`config.mk`:
```
export PLATFORM = sky130hd
export DESIGN_NAME = regfile_multiport_flat
export DESIGN_NICKNAME = d
export VERILOG_FILES = /design/src/rtl/regfile_multiport_if.sv /design/src/rtl/regfile_multiport.sv /design/src/flat_wrapper.sv
export SDC_FILE = /design/constraint.sdc
export NUM_CORES = 1
export LEC_CHECK = 0
export ABC_AREA = 1
export BUFFER_PORTS_ARGS = -buffer_cell sky130_fd_sc_hd__buf_2
export CAP_MARGIN = 30
export CORE_ASPECT_RATIO = 1.5
export CORE_MARGIN = 2
export CORE_UTILIZATION = 68
export CTS_BUF_LIST = sky130_fd_sc_hd__clkbuf_2
export CTS_CLUSTER_DIAMETER = 40
export DETAILED_ROUTE_END_ITERATION = 7
export PLACE_DENSITY_LB_ADDON = 0.25
export SLEW_MARGIN = 40
export SYNTH_ARGS = -nofsm -noshare
export SYNTH_HDL_FRONTEND = slang
export SYNTH_SLANG_ARGS = --single-unit
```
`constraint.sdc`:
```
create_clock -name clk -period 4.3 [get_ports clk]
set_input_delay 0.86 -clock clk [delete_from_list [all_inputs] [get_ports clk]]
set_output_delay 0.86 -clock clk [all_outputs]
set_load 0.1 [all_outputs]
```
`src/rtl/regfile_multiport_if.sv`:
```
// rtl/regfile_multiport_if.sv - write/read port bundle for the multiport register file
interface regfile_multiport_if #(
    parameter int DATA_W = 16,
    parameter int ADDR_W = 3,
    parameter int N_RD   = 2,
    parameter int N_WR   = 2
);
    logic [N_WR-1:0]        wr_en;
    logic [N_WR*ADDR_W-1:0] wr_addr;
    logic [N_WR*DATA_W-1:0] wr_data;
    logic [N_RD-1:0]        rd_en;
    logic [N_RD*ADDR_W-1:0] rd_addr;
    logic [N_RD*DATA_W-1:0] rd_data;
    logic [N_RD-1:0]        rd_valid;
    logic [N_RD-1:0]        rd_written;
    logic                   wr_conflict;

    modport master (
        output wr_en, wr_addr, wr_data, rd_en, rd_addr,
        input  rd_data, rd_valid, rd_written, wr_conflict
    );

    modport slave (
        input  wr_en, wr_addr, wr_data, rd_en, rd_addr,
        output rd_data, rd_valid, rd_written, wr_conflict
    );
endinterface

```
`src/rtl/regfile_multiport.sv`:
```
// rtl/regfile_multiport.sv - multi-read/multi-write register file with per-entry written bits
module regfile_multiport #(
    parameter int DATA_W    = 16,
    parameter int ADDR_W    = 3,
    parameter int N_RD      = 2,
    parameter int N_WR      = 2,
    parameter int BYPASS    = 1,
    parameter int ZERO_REG0 = 0
) (
    input logic                clk,
    input logic                rst,
    regfile_multiport_if.slave rf
);
    localparam int DEPTH = 2 ** ADDR_W;

    logic [DATA_W-1:0]      mem_q [DEPTH];
    logic [DATA_W-1:0]      mem_d [DEPTH];
    logic [DEPTH-1:0]       written_q, written_d;
    logic [N_WR-1:0]        wr_eff;
    logic [N_RD*DATA_W-1:0] rd_data_q, rd_data_d;
    logic [N_RD-1:0]        rd_written_q, rd_written_d;
    logic [N_RD-1:0]        rd_valid_q;
    logic                   wr_conflict_q, wr_conflict_d;

    // Effective write enables: writes to a hard-wired zero entry are dropped entirely
    always_comb begin
        for (int p = 0; p < N_WR; p++) begin
            wr_eff[p] = rf.wr_en[p] &&
                        !((ZERO_REG0 != 0) && (rf.wr_addr[p*ADDR_W +: ADDR_W] == '0));
        end
    end

    // Post-write array image; ascending port order lets the highest index win
    always_comb begin
        for (int i = 0; i < DEPTH; i++) begin
            mem_d[i] = mem_q[i];
        end
        written_d = written_q;
        for (int p = 0; p < N_WR; p++) begin
            if (wr_eff[p]) begin
                mem_d[rf.wr_addr[p*ADDR_W +: ADDR_W]]     = rf.wr_data[p*DATA_W +: DATA_W];
                written_d[rf.wr_addr[p*ADDR_W +: ADDR_W]] = 1'b1;
            end
        end
    end

    // Flag any pair of effective writes aimed at the same entry
    always_comb begin
        wr_conflict_d = 1'b0;
        for (int p = 0; p < N_WR; p++) begin
            for (int q = p + 1; q < N_WR; q++) begin
                if (wr_eff[p] && wr_eff[q] &&
                    (rf.wr_addr[p*ADDR_W +: ADDR_W] == rf.wr_addr[q*ADDR_W +: ADDR_W])) begin
                    wr_conflict_d = 1'b1;
                end
            end
        end
    end

    // Read lanes: write-through reads see the post-write image, read-old sees current state
    always_comb begin
        rd_data_d    = rd_data_q;
        rd_written_d = rd_written_q;
        for (int r = 0; r < N_RD; r++) begin
            if (rf.rd_en[r]) begin
                if ((ZERO_REG0 != 0) && (rf.rd_addr[r*ADDR_W +: ADDR_W] == '0)) begin
                    rd_data_d[r*DATA_W +: DATA_W] = '0;
                    rd_written_d[r]               = 1'b1;
                end else if (BYPASS != 0) begin
                    rd_data_d[r*DATA_W +: DATA_W] = mem_d[rf.rd_addr[r*ADDR_W +: ADDR_W]];
                    rd_written_d[r]               = written_d[rf.rd_addr[r*ADDR_W +: ADDR_W]];
                end else begin
                    rd_data_d[r*DATA_W +: DATA_W] = mem_q[rf.rd_addr[r*ADDR_W +: ADDR_W]];
                    rd_written_d[r]               = written_q[rf.rd_addr[r*ADDR_W +: ADDR_W]];
                end
            end
        end
    end

    // State update; reset discards any same-cycle requests
    always_ff @(posedge clk) begin
        if (rst) begin
            for (int i = 0; i < DEPTH; i++) begin
                mem_q[i] <= '0;
            end
            written_q     <= '0;
            rd_data_q     <= '0;
            rd_written_q  <= '0;
            rd_valid_q    <= '0;
            wr_conflict_q <= 1'b0;
        end else begin
            for (int i = 0; i < DEPTH; i++) begin
                mem_q[i] <= mem_d[i];
            end
            written_q     <= written_d;
            rd_data_q     <= rd_data_d;
            rd_written_q  <= rd_written_d;
            rd_valid_q    <= rf.rd_en;
            wr_conflict_q <= wr_conflict_d;
        end
    end

    assign rf.rd_data     = rd_data_q;
    assign rf.rd_written  = rd_written_q;
    assign rf.rd_valid    = rd_valid_q;
    assign rf.wr_conflict = wr_conflict_q;
endmodule

```
`src/flat_wrapper.sv`:
```
// flat-port wrapper written by rule: the top's interface ports become plain ports
module regfile_multiport_flat 
#(
    parameter int DATA_W    = 16,
    parameter int ADDR_W    = 3,
    parameter int N_RD      = 2,
    parameter int N_WR      = 2,
    parameter int BYPASS    = 1,
    parameter int ZERO_REG0 = 0
)
  (clk, rst, rf_wr_en, rf_wr_addr, rf_wr_data, rf_rd_en, rf_rd_addr, rf_rd_data, rf_rd_valid, rf_rd_written, rf_wr_conflict);
  regfile_multiport_if #(.DATA_W(DATA_W), .ADDR_W(ADDR_W), .N_RD(N_RD), .N_WR(N_WR)) rf_i ();
  input logic clk;
  input logic rst;
  input wire logic [$bits(rf_i.wr_en)-1:0] rf_wr_en;
  input wire logic [$bits(rf_i.wr_addr)-1:0] rf_wr_addr;
  input wire logic [$bits(rf_i.wr_data)-1:0] rf_wr_data;
  input wire logic [$bits(rf_i.rd_en)-1:0] rf_rd_en;
  input wire logic [$bits(rf_i.rd_addr)-1:0] rf_rd_addr;
  output wire logic [$bits(rf_i.rd_data)-1:0] rf_rd_data;
  output wire logic [$bits(rf_i.rd_valid)-1:0] rf_rd_valid;
  output wire logic [$bits(rf_i.rd_written)-1:0] rf_rd_written;
  output wire logic [$bits(rf_i.wr_conflict)-1:0] rf_wr_conflict;
  assign rf_i.wr_en = rf_wr_en;
  assign rf_i.wr_addr = rf_wr_addr;
  assign rf_i.wr_data = rf_wr_data;
  assign rf_i.rd_en = rf_rd_en;
  assign rf_i.rd_addr = rf_rd_addr;
  assign rf_rd_data = rf_i.rd_data;
  assign rf_rd_valid = rf_i.rd_valid;
  assign rf_rd_written = rf_i.rd_written;
  assign rf_wr_conflict = rf_i.wr_conflict;
  regfile_multiport #(.DATA_W(DATA_W), .ADDR_W(ADDR_W), .N_RD(N_RD), .N_WR(N_WR), .BYPASS(BYPASS), .ZERO_REG0(ZERO_REG0)) u_core (.clk(clk), .rst(rst), .rf(rf_i));
endmodule
```
=== Word level (Yosys, flattened, before mapping) ===
Memory sizes are Yosys's and may differ from the RTL's.
Cells that the tools add are included.
W data, S select, Z words.

* Input port bits: 50
* Bits in latches: 0
* Bits in read-only memories: 0
* Bits in writable memories: 128
* Word-level logic and storage cells: 77
* Memories kept: 1
* Output and inout port bits: 37
* Flip-flop bits (word level): 45

{| class="wikitable"
|+ Memory list
! name !! words !! bits a word !! rd ports !! clocked after Yosys merged registers in !! wr ports !! RTL line !! RTL
|-
| u_core.mem_q || 8 || 16 || 8 || 0 || 8 || regfile_multiport.sv:16 || <nowiki>logic [DATA_W-1:0] mem_q [DEPTH];</nowiki>
|}

* Multiply operators: 0
* Shift-type cells: 0
* Order comparisons: 12
* Reduce and logical (&&, ||, !) cells: 6
* Div/mod/pow operators: 0
* Bitwise logic cells: 14
* Mux-type cells: 36
* Equality and inequality tests: 1
* Add/sub/neg operators: 0

{| class="wikitable"
|+ Operators with widths
! kind !! number
|-
| $bwmux W128 || 2
|-
| $mux W128 || 2
|-
| $mux W16 || 14
|-
| $bmux W16 S3 || 2
|-
| $demux W16 S3 || 2
|-
| $ge A4 B4 Y1 const B || 4
|-
| $lt A3 B4 Y1 const B || 4
|-
| $mux W8 || 2
|-
| $not A3 Y4 || 4
|-
| $or A8 B8 Y8 || 2
|-
| $lt A4 B1 Y1 const B || 2
|-
| $mux W1 || 8
|-
| $or A1 B1 Y1 || 8
|-
| $bmux W1 S3 || 2
|-
| $demux W1 S3 || 2
|-
| $ge A3 B1 Y1 const B || 2
|-
| $logic_and A1 B1 Y1 || 6
|-
| $eq A3 B3 Y1 || 1
|}

=== Logic depth before layout (Yosys ltp) ===
* Word-level depth: 12
* Depth in mapped cells: 12
* Mapped depth without buffers: 10

=== Worst setup path after synthesis ===
No wires, ideal clock.

* Path type: input to register
* Start: input rf_wr_addr[1]
* End: register u_core.rd_data_q[22] (netlist: u_core.rf.rd_data[22])
* Arrival: 1.991 ns
* Library setup time: 0.135 ns
* Stages on the path: 11
* Setup slack: 2.175 ns
* Cell sequence: buf_4 nand2_1 inv_2 buf_2 nand3_1 nand3_2 nand3_1 nand3_1 nand3_1 nand2_1 a21oi_2

* Word-level cells in the longest chain between the ends: 12
* Elaborated cells between the ends (all ways): 13
* Those cells by class: order compare: 2; mux: 9; bitwise: 1; reduce/logical: 1

{| class="wikitable"
|+ Ends and longest elaborated chain
! item !! RTL line !! RTL
|-
| start: declaration || flat_wrapper.sv:16 || <nowiki>input wire logic [$bits(rf_i.wr_addr)-1:0] rf_wr_addr;</nowiki>
|-
| $not A3 Y4 (implied by the code) (*) || regfile_multiport.sv:41 || <nowiki>mem_d[rf.wr_addr[p*ADDR_W +: ADDR_W]] = rf.wr_data[p*DATA_W +: DATA_W];</nowiki>
|-
| $ge A4 B4 Y1 (implied by the code) / $lt A4 B1 Y1 (equally long branches) || regfile_multiport.sv:41 ||
|-
| $logic_and A1 B1 Y1 (implied by the code) || regfile_multiport.sv:41 ||
|-
| $mux W16 (implied by the code) || regfile_multiport.sv:41 ||
|-
| $demux W16 S3 (*) || regfile_multiport.sv:41 ||
|-
| $bwmux W128 (*) || regfile_multiport.sv:41 ||
|-
| $mux W128 (*) || regfile_multiport.sv:40 || <nowiki>if (wr_eff[p]) begin</nowiki>
|-
| $bwmux W128 || regfile_multiport.sv:41 ||
|-
| $mux W128 (*) || regfile_multiport.sv:40 ||
|-
| $bmux W16 S3 (*) || regfile_multiport.sv:70 || <nowiki>rd_data_d[r*DATA_W +: DATA_W] = mem_d[rf.rd_addr[r*ADDR_W +: ADDR_W]];</nowiki>
|-
| $mux W16 (implied by the code) (*) (2 in a row) || regfile_multiport.sv:70 ||
|-
| end signal: assignment || regfile_multiport.sv:96 || <nowiki>rd_data_q <= rd_data_d;</nowiki>
|-
| end: declaration || regfile_multiport.sv:20 || <nowiki>logic [N_RD*DATA_W-1:0] rd_data_q, rd_data_d;</nowiki>
|}

Mark *: on every way between the ends. The rest lies on a longest branch, timed or not. The select of a mux whose other input is x is not followed.
A chain may end at the register's enable or synchronous reset.

=== Worst setup path in the final report ===
* Start: register u_core.rd_data_q[7] (netlist: u_core.rf.rd_data[7])
* End: output rf_rd_data[7]

{| class="wikitable"
|+ RTL lines
! item !! RTL line !! RTL
|-
| end: declaration || flat_wrapper.sv:20 || <nowiki>output wire logic [$bits(rf_i.rd_data)-1:0] rf_rd_data;</nowiki>
|}

No word-level cell between the ends.

==> summary.txt <==
Outcome
  – Outcome: finished clean

Worst setup path
  – Crit path to: rf_rd_data[7]
  – Critical Path End Type: output port
  – Reg2reg start: u_core.mem_q[0][126]$_SDFF_PP0_
  – Worst reg2reg path depth: 8
  – Crit path arrival time: 1.83 ns
  – Worst path buffer plus inverter count: 1
  – Slowest cell on the critical path: dfxtp_1
  – R2R Setup Slk: 3.09 ns
  – Startpoint Class: register
  – Worst setup path startpoint: u_core.rf.rd_data[7]$_SDFFE_PP0P_
  – Critical Path Fanout Max: 2
  – Setup Crit Path Kind: register to output port
  – Worst reg2reg endpoint: u_core.rf.rd_data[14]$_SDFFE_PP0P_
  – Worst path cell trace: buf_2
  – Cell family contributing the most delay on the critical path: flip-flops
  – Max stage delay on crit path: 0.53 ns
  – Critical Path Stages: 1
  – CP required: ~3.4 ns

Synth
  – Most used flip-flop cell after synthesis: dfxtp_1
  – Register area share after synthesis: 30.4%
  – EDFF count, synth: 0
  – FF+latch count, synth: 173
  – Share of synthesized flip-flops with an asynchronous set or reset: 0%
  – Yosys Warn Count: 0
  – Synthesized netlist cell count: 1,763
  – Synthesized Nets: 1,813
  – Cell Area, Synth: between 10,000 and 15,000 µm²
  – Cell variety after synth: 29
  – Syn avg cell area: about 6.5 µm²

Floorplanning
  – Die ar.: 17,800 µm²
  – Die Ht: 163 µm
  – Initial Util: 68.6%
  – Core area: 16,600 µm²
  – I/O Pins: 87
  – Rows: 58
  – Die X-Extent: 110 µm

STA
  – RSZ-0062 raised after global routing: no
  – Final hold vios: 0
  – Setup TNS Final: 0 ns
  – Final setup fails: 0
  – Final Max Slew Viols: 0
  – Crit share post-route: between 60% and 70%
  – Setup ws final: 1.61 ns
  – Clk_skew: 0.0286 ns
  – Worst Tran Pin Value: 0.977 ns
  – Fin crit period: 2.69 ns
  – Fmax: roughly 370 MHz
  – Rel. slew slack: 34.9%

Global route
  – First-pass GRT wire length: 67.4 mm
  – Grt ovf: 0
  – Largest net degree at the start of global routing: 100
  – Initial antenna violation count: 2
  – Vias in the first global route: 12,300
  – Total track usage: 50.5%

Detailed routing
  – Vias/cell: 6.80
  – DRC Markers: 0
  – DRT Pass-1 Iters: 8
  – Via count: 13,500
  – Routed Antenna Nets: 0
  – Post-DR wirelength/cell: around 22 µm
  – Routed Wire Length: about 45 mm
  – Drt initial violations: 2,046

Clock tree
  – Clock tree root buffer cell: clkbuf_2
  – TritonCTS clock tree: done
  – Max Root-Sink Buffers: 2
  – CTS buffer count: 17
  – Worst skew pair latency: 0.82 ns
  – Clock Pin Slew Worst Setup and Hold Paths: approximately 0.24 ns
  – Post-cts resize count: 0
  – Hold Buf Count CTS: 0
  – H-tree depth: 4
  – Postcts setup bufs: 0
  – Clock Sinks: 173

Final layout
  – Most common cell after layout, fill and taps aside: nand3_1
  – Fin nets: roughly 1,800
  – Fillers: 1,497
  – Fraction of layout instances using a drive strength above 1: about 15%
  – Most frequent cells in the layout: 619 x nand3_1, 334 x nand2_1, 173 x dfxtp_1
  – Synthesis-to-finish area growth: 4.27%

Hold path
  – HP Start: rf_wr_en[0]
  – Hold Path Class: input port to register

Power
  – Pwr dens: 321 nW/µm²
  – Maximum vdd drop: 0.251 mV
  – Total Power: roughly 3.8 mW
  – Pleak: 5.54 nW

Placed design
  – Routability Congestion: approximately 0.95
  – Port-buffer cells: 86
  – Hpwl dp: between 20 and 25 mm
  – Placement Setup Slack: 1.34 ns

Job
  – Number of max-cap violations: 0
[flip-flops by register name, summed over array words and instances, names as in the netlist]
register and cells:
u_core.mem_q 128, u_core.rf.rd_data 32, u_core.written_q 8, u_core.rf.rd_valid 2, u_core.rf.rd_written 2, u_core.rf.wr_conflict 1
[worst min-delay path: stages]
cell     delay [ns]
buf_2          0.14
nand3_1        0.08
nor3_1         0.05
[area by class of cell]
class	count	area [µm²]	area share (%)
Antenna cell	3	7.51	0.0632
Clock buffer	18	90.1	0.758
Clock inverter	14	175	1.47
Inverter	181	688	5.79
Multi-Input combinational cell	1272	6500	54.7
Sequential cell	173	3460	29.1
Tap cell	210	263	2.21
Timing Repair Buffer	115	694	5.84
[cell usage after synthesis, types with 10 or more instances]
cell type,count,area [µm²]
inv_1,162,608
clkbuf_1,56,210
a21oi_2,18,158
a21oi_1,146,731
buf_2,34,170
inv_2,13,48.8
buf_4,16,120
buf_6,17,191
dfxtp_1,173,3460
nand3_2,60,601
nand2_1,334,1250
nor2_1,10,37.5
o21ai_0,39,195
nand2_2,11,68.8
buf_1,14,52.6
nand2_4,11,124
nand3_1,619,3100
[through the flow]
stage | hold slack (ns) | util [%] | instance area, µm² | cells
2_1_floorplan | 0.462 | - | 11400 | 1763
3_3_place_gp | 0.473 | 69.5 | 11500 | 1948
3_5_place_dp | 0.506 | 69.5 | 11500 | 1948
4_1_cts | 0.319 | 71.1 | 11800 | 1980
5_1_grt | 0.350 | 71.5 | 11900 | 1985
6_report | 0.343 | 71.5 | 11900 | 1986
[how the worst min path moves through the flow]
stage | end | slack, ns | cells after the start
finish | u_core.rf.wr_conflict$_SDFF_PP0_ | 0.34 | 3
global route | u_core.rf.wr_conflict$_SDFF_PP0_ | 0.35 | 3
CTS | u_core.rf.wr_conflict$_SDFF_PP0_ | 0.32 | 3
detailed placement | u_core.rf.rd_data[29]$_SDFFE_PP0P_ | 0.51 | 2
global placement | u_core.written_q[7]$_SDFF_PP0_ | 0.47 | 2
floorplan | u_core.written_q[7]$_SDFF_PP0_ | 0.46 | 2
[routing by layer]
metal  GRT usage, %  routed length (µm)
met5              0                   0
met4           44.8                4580
met2           71.3               18600
met3           19.9                7290
met1           57.8               14200
[kinds of logic after synthesis]
kind of cell | Yosys count | synth area share, %
XOR/XNOR | 1 | 0.0769
AND/OR/NAND/NOR | 1059 | 46.9
buffers and inverters | 318 | 12.6
flip-flops | 173 | 30.4
AO/OA/AOI/OAI | 212 | 10.1
[power breakdown]
part	switching, mW	internal, mW
registers	0.0400	1.70
clock network	0.603	0.375
logic	0.824	0.271
(Power assumes the default switching activity.)
